[src/rtl/counter_seq_ctrl.sv]
`default_nettype none
// ============================================================================
// Module   : counter_seq_ctrl
// Brief    : Sequences an external 8-bit up/down counter through load, a
//            prescaled run to a terminal value, and a one-cycle done pulse.
//            Optional macro COUNTER_SEQ_AUTO_RELOAD_EN enables DONE->LOAD reload.
// Revision : 1.0 - initial release
// ============================================================================
module counter_seq_ctrl #(
  parameter int DIV_W = 4
) (
  input  logic             clk,
  input  logic             rst_n,
  input  logic             start,
  input  logic             stop,
  input  logic             dir_up,
  input  logic [7:0]       start_val,
  input  logic [7:0]       term_val,
  input  logic [DIV_W-1:0] div,
  input  logic             reload,
  input  logic [7:0]       count_y,
  output logic             cnt_en,
  output logic             cnt_load,
  output logic             cnt_up,
  output logic             cnt_oe,
  output logic [7:0]       cnt_d,
  output logic             busy,
  output logic             done,
  output logic [1:0]       state
);

  typedef enum logic [1:0] {
    S_IDLE = 2'd0,
    S_LOAD = 2'd1,
    S_RUN  = 2'd2,
    S_DONE = 2'd3
  } state_t;

  localparam logic [DIV_W-1:0] c_PRE_ONE = {{(DIV_W-1){1'b0}}, 1'b1};

  state_t           r_state;
  state_t           w_state_nxt;
  logic [7:0]       r_start_val;
  logic [7:0]       r_term_val;
  logic [DIV_W-1:0] r_div;
  logic [DIV_W-1:0] r_pre;
  logic             r_cnt_up;
  logic             r_cnt_load;
  logic             r_busy;
  logic             r_done;
  logic             w_accept;
  logic             w_at_term;
  logic             w_tick;

  assign w_accept  = (r_state == S_IDLE) && start && !stop;
  assign w_at_term = (count_y == r_term_val);
  assign w_tick    = (r_pre == r_div);

  // cnt_en must react to stop and count_y within the same RUN cycle
  assign cnt_en   = (r_state == S_RUN) && !stop && !w_at_term && w_tick;
  assign cnt_load = r_cnt_load;
  assign cnt_up   = r_cnt_up;
  assign cnt_oe   = r_busy;
  assign cnt_d    = r_start_val;
  assign busy     = r_busy;
  assign done     = r_done;
  assign state    = r_state;

`ifdef COUNTER_SEQ_AUTO_RELOAD_EN
  logic w_done_nxt;
  assign w_done_nxt = reload;
`else
  logic w_unused_reload;
  logic w_done_nxt;
  assign w_unused_reload = reload;
  assign w_done_nxt      = 1'b0;
`endif

  always_comb begin
    w_state_nxt = r_state;
    case (r_state)
      S_IDLE:  if (w_accept) w_state_nxt = S_LOAD;
      S_LOAD:  w_state_nxt = stop ? S_IDLE : S_RUN;
      S_RUN: begin
        if (stop)           w_state_nxt = S_IDLE;
        else if (w_at_term) w_state_nxt = S_DONE;
      end
      S_DONE:  w_state_nxt = w_done_nxt ? S_LOAD : S_IDLE;
      default: w_state_nxt = S_IDLE;
    endcase
  end

  always_ff @(posedge clk or negedge rst_n) begin
    if (!rst_n) begin
      r_state     <= S_IDLE;
      r_start_val <= '0;
      r_term_val  <= '0;
      r_div       <= '0;
      r_pre       <= '0;
      r_cnt_up    <= 1'b0;
      r_cnt_load  <= 1'b0;
      r_busy      <= 1'b0;
      r_done      <= 1'b0;
    end else begin
      r_state    <= w_state_nxt;
      r_cnt_load <= (w_state_nxt == S_LOAD);
      r_done     <= (w_state_nxt == S_DONE);
      r_busy     <= (w_state_nxt != S_IDLE);

      if (w_accept) begin
        r_start_val <= start_val;
        r_term_val  <= term_val;
        r_div       <= div;
        r_cnt_up    <= dir_up;
      end else if (w_state_nxt == S_IDLE) begin
        r_cnt_up <= 1'b0;
      end

      // prescaler idles at zero outside RUN so each RUN entry starts fresh
      if (r_state != S_RUN || w_tick) r_pre <= '0;
      else                            r_pre <= r_pre + c_PRE_ONE;
    end
  end

endmodule
`default_nettype wire

[config.mk]
export PLATFORM = sky130hd
export DESIGN_NAME = counter_seq_ctrl
export DESIGN_NICKNAME = d
export VERILOG_FILES = /design/src/rtl/counter_seq_ctrl.sv
export SDC_FILE = /design/constraint.sdc
export NUM_CORES = 1
export LEC_CHECK = 0
export CAP_MARGIN = 20
export CORE_MARGIN = 2
export CORE_UTILIZATION = 60
export DETAILED_ROUTE_END_ITERATION = 10
export DONT_BUFFER_PORTS = 1
export GPL_TIMING_DRIVEN = 1
export PLACE_DENSITY = 0.76
export SYNTH_ARGS = -nofsm -noshare
export SYNTH_HDL_FRONTEND = slang
export SYNTH_SLANG_ARGS = --single-unit
[constraint.sdc]
create_clock -name clk -period 1.7 [get_ports clk]
set_clock_uncertainty 0.1 [all_clocks]
set_input_delay 0.34 -clock clk [delete_from_list [all_inputs] [get_ports clk]]
set_output_delay 0.34 -clock clk [all_outputs]
set_load 0.05 [all_outputs]
==> results.py <==
metrics = {
    "power": {
        "seqPwrFrac_pct": 58.0,
        "p_sw_share_pct": 34.40,
        "power_density_nw_per_um2": 1257,
        "p_leak_nw": 0.6477,
        "power.internal_mw": 1.247,
        "finalPower_mw": 1.901,
        "irDropWorstVdd_v": 0.0008865,
        "p_switching_uw": 654.0,
        "pwr-share-comb_pct": 19.3,
        "clkPwrFrac_pct": 22.6,
    },
    "grt": {
        "use_met1_pct": 22.72,
        "use_met2_pct": 30.92,
        "grt_pass1_wl_mm": 3.477,
        "grt_usage_pct": 19.50,
        "busiest_layer": "met2",
        "grt_pass1_vias": 783,
        "overflow": 0,
        "use_met3_pct": 10.12,
        "grt_max_degree": 31,
        "antenna_found_initial": 0,
    },
    "clock_network": {
        "cts-htree-levels": 2,
        "clk_latency_ps": 320,
        "clock_sinks": 30,
        "cts_tree": "done",
        "cts_buffers": 5,
        "cts-root-buf": "clkbuf_4",
        "clk_path_buf_depth": 2,
        "clkTransAtPathRegs_ps": 90,
    },
    "setup_path": {
        "timing.rr.start": "state[1]$_DFF_PN0_",
        "crit_start": "state[0]$_DFF_PN0_",
        "crit_path_start_kind": "register",
        "r2r-end": "r_div[2]$_DFFE_PN0P_",
        "r2r_cells": 4,
        "worstPathRequired_ps": 1260,
        "endpoint_kind": "output pin",
        "cp.arrival_ps": 1450,
        "regToRegSetupSlack_ps": 60,
        "crit_type": "register to output pin",
        "critPathMaxFanout": 3,
    },
    "sta": {
        "setup_slack_ps": -194.6,
        "max-slew-margin-rel_pct": 67.90,
        "min_period_ps": 1895,
        "maxSlewViolCount": 0,
        "hold_viol_final": 0,
        "worstMarginPinSlew_ps": 481.5,
        "setup-violations-final": 1,
        "holdWs_ps": 52.84,
        "rsz0062_at_grt": "true",
        "fmax_mhz": 527.8,
        "period_share_pct": 111.4,
    },
    "yosys": {
        "yosys_warnings": 0,
        "seq_area_frac_synth_pct": 58.08,
        "synth_area_per_cell_um2": 14.36,
        "async_flop_share_pct": 100.0,
        "netlist_area_um2": 1292,
        "syn_inst": 90,
        "synth_cell_types": 22,
        "yosysTopAreaCellShare_pct": 58.08,
        "synthTopCellsByArea": "dfrtp_1, mux2_2, xnor2_1",
        "yosys_most_used_dff": "dfrtp_1",
        "synth_seq_cells": 30,
        "synth_area_leader_cell": "dfrtp_1",
        "synth_fp_nets": 125,
        "synth-edff-count": 0,
    },
    "min_path": {
        "min_from": "start_val[2]",
        "whs_path_depth": 1,
        "min_path_type": "input port to register",
        "hold_end": "cnt_d[2]$_DFFE_PN0P_",
    },
    "layout": {
        "fillers": 137,
        "antenna_cells": 0,
        "nNetsFinal": 142,
        "fin_cells": 135,
        "mostFrequentLayoutCell": "dfrtp_1",
        "layout-drive-gt1-share_pct": 41.67,
        "fin_area_um2": 1513,
        "syn_to_final_growth_pct": 17.04,
        "mostFrequentLayoutCells": "dfrtp_1, mux2_2, xnor2_1",
    },
    "detailed_routing": {
        "post_drt_wl_per_cell_um": 16.48,
        "totalWireLength_mm": 2.225,
        "vias_per_cell": 5.533,
        "first_pass_iters": 4,
        "vias": 747,
        "drc_errors": 0,
        "ant_nets": 0,
        "first_iter_violations": 13,
    },
    "placement": {
        "portBuffers": 0,
        "place_ws_ps": 119.8,
        "place_congestion": 0.6597,
        "dp.cells": 119,
        "place_hpwl_mm": 1.518,
        "post_dp_cell_area_um2": 1346,
    },
    "die": {
        "dieArea_um2": 2541,
        "dieWidth_um": 50.41,
        "die-height_um": 50.41,
        "row_count": 16,
        "core_area_um2": 2002,
        "io_pins": 50,
        "initial_utilization_pct": 64.56,
    },
    "run": {
        "drv_cap": 0,
    },
    "outcome": {
        "status": "finished, violations left",
        "failed_checks": "setup timing",
    },
}
-- power by group through the flow --
stage                     sequential (mW)  clock, mW  combinational [mW]
after floorplan                      1.12          0               0.248
after global placement               1.11          0               0.299
after detailed placement             1.12          0               0.308
after CTS                            1.10      0.447               0.357
after global routing                 1.12      0.482               0.399
final                                1.10      0.430               0.368
-- metrics by stage --
| stage | utilization, % | TNS, ps |
|---|---|---|
| floorplan | - | -11.18 |
| global route | 75.56 | -253.5 |
| global placement | 67.25 | 0 |
| CTS | 74.13 | -194.6 |
| detailed placement | 67.25 | 0 |
| finish | 75.56 | -194.6 |
-- cells in the mapped netlist, drive strengths merged, types with 2 or more instances --
| cell | instances |
|---|---|
| dfrtp | 30 |
| mux2 | 20 |
| xnor2 | 14 |
| nor2 | 5 |
| buf | 3 |
| inv | 3 |
| nand4 | 2 |
-- layer usage --
layer  wire length, um  part of all wire (%)
met5                 0                     0
met4                15                  0.67
met3               183                   8.2
met2              1104                    50
met1               921                    41
-- area by class of cell --
| type | count | area, um2 | area share [%] |
|---|---|---|---|
| flip-flops and latches | 30 | 753.2 | 49.79 |
| multi-input cells | 54 | 533.0 | 35.24 |
| repair buffers | 13 | 121.4 | 8.023 |
| clock buffers | 7 | 55.05 | 3.639 |
| well taps | 27 | 33.78 | 2.233 |
| inverters | 3 | 11.26 | 0.7444 |
| clock inverters | 1 | 5.005 | 0.3309 |
-- state kept, by name (all words and copies together), names as in the netlist --
register,count
cnt_d,8
r_pre,4
r_term_val,8
r_div,4
busy,1
cnt_up,1
done,1
state,2
cnt_load,1
-- cells by family after synthesis --
group,after synthesis,share of synthesized area [%]
buffers and inverters,6,3.195
and+or+nand+nor,13,6.969
AOI/OAI and AO/OA,5,3.195
muxes,20,17.43
xor gates and xnor gates,15,10.16
DFF,30,58.08
adders and majority gates,1,0.9679
-- critical path, cell delays in order, from the launching register on --
cell and delay (ps):
dfrtp_2 410, or3b_4 400, inv_2 70, o211a_4 250
-- how the worst max path moves through the flow --
| stage | end | slack, ps | cells past startpoint |
|---|---|---|---|
| final | cnt_en | -190 | 3 |
| after global routing | cnt_en | -250 | 3 |
| after CTS | cnt_en | -190 | 3 |
| after detailed placement | cnt_en | 120 | 3 |
| after global placement | cnt_en | 130 | 3 |
| after floorplan | cnt_en | -10 | 3 |
-- timing repair --
action / CTS / global route
endpoints found under the hold margin: 31 / 1
buffers inserted: 3 / 1
gates resized for setup: 2 / 2
hold buffers: 3 / 1
setup endpoints to repair: 1 / 4
pin swaps: 3 / 4
Power figures use the tool's default switching activity.
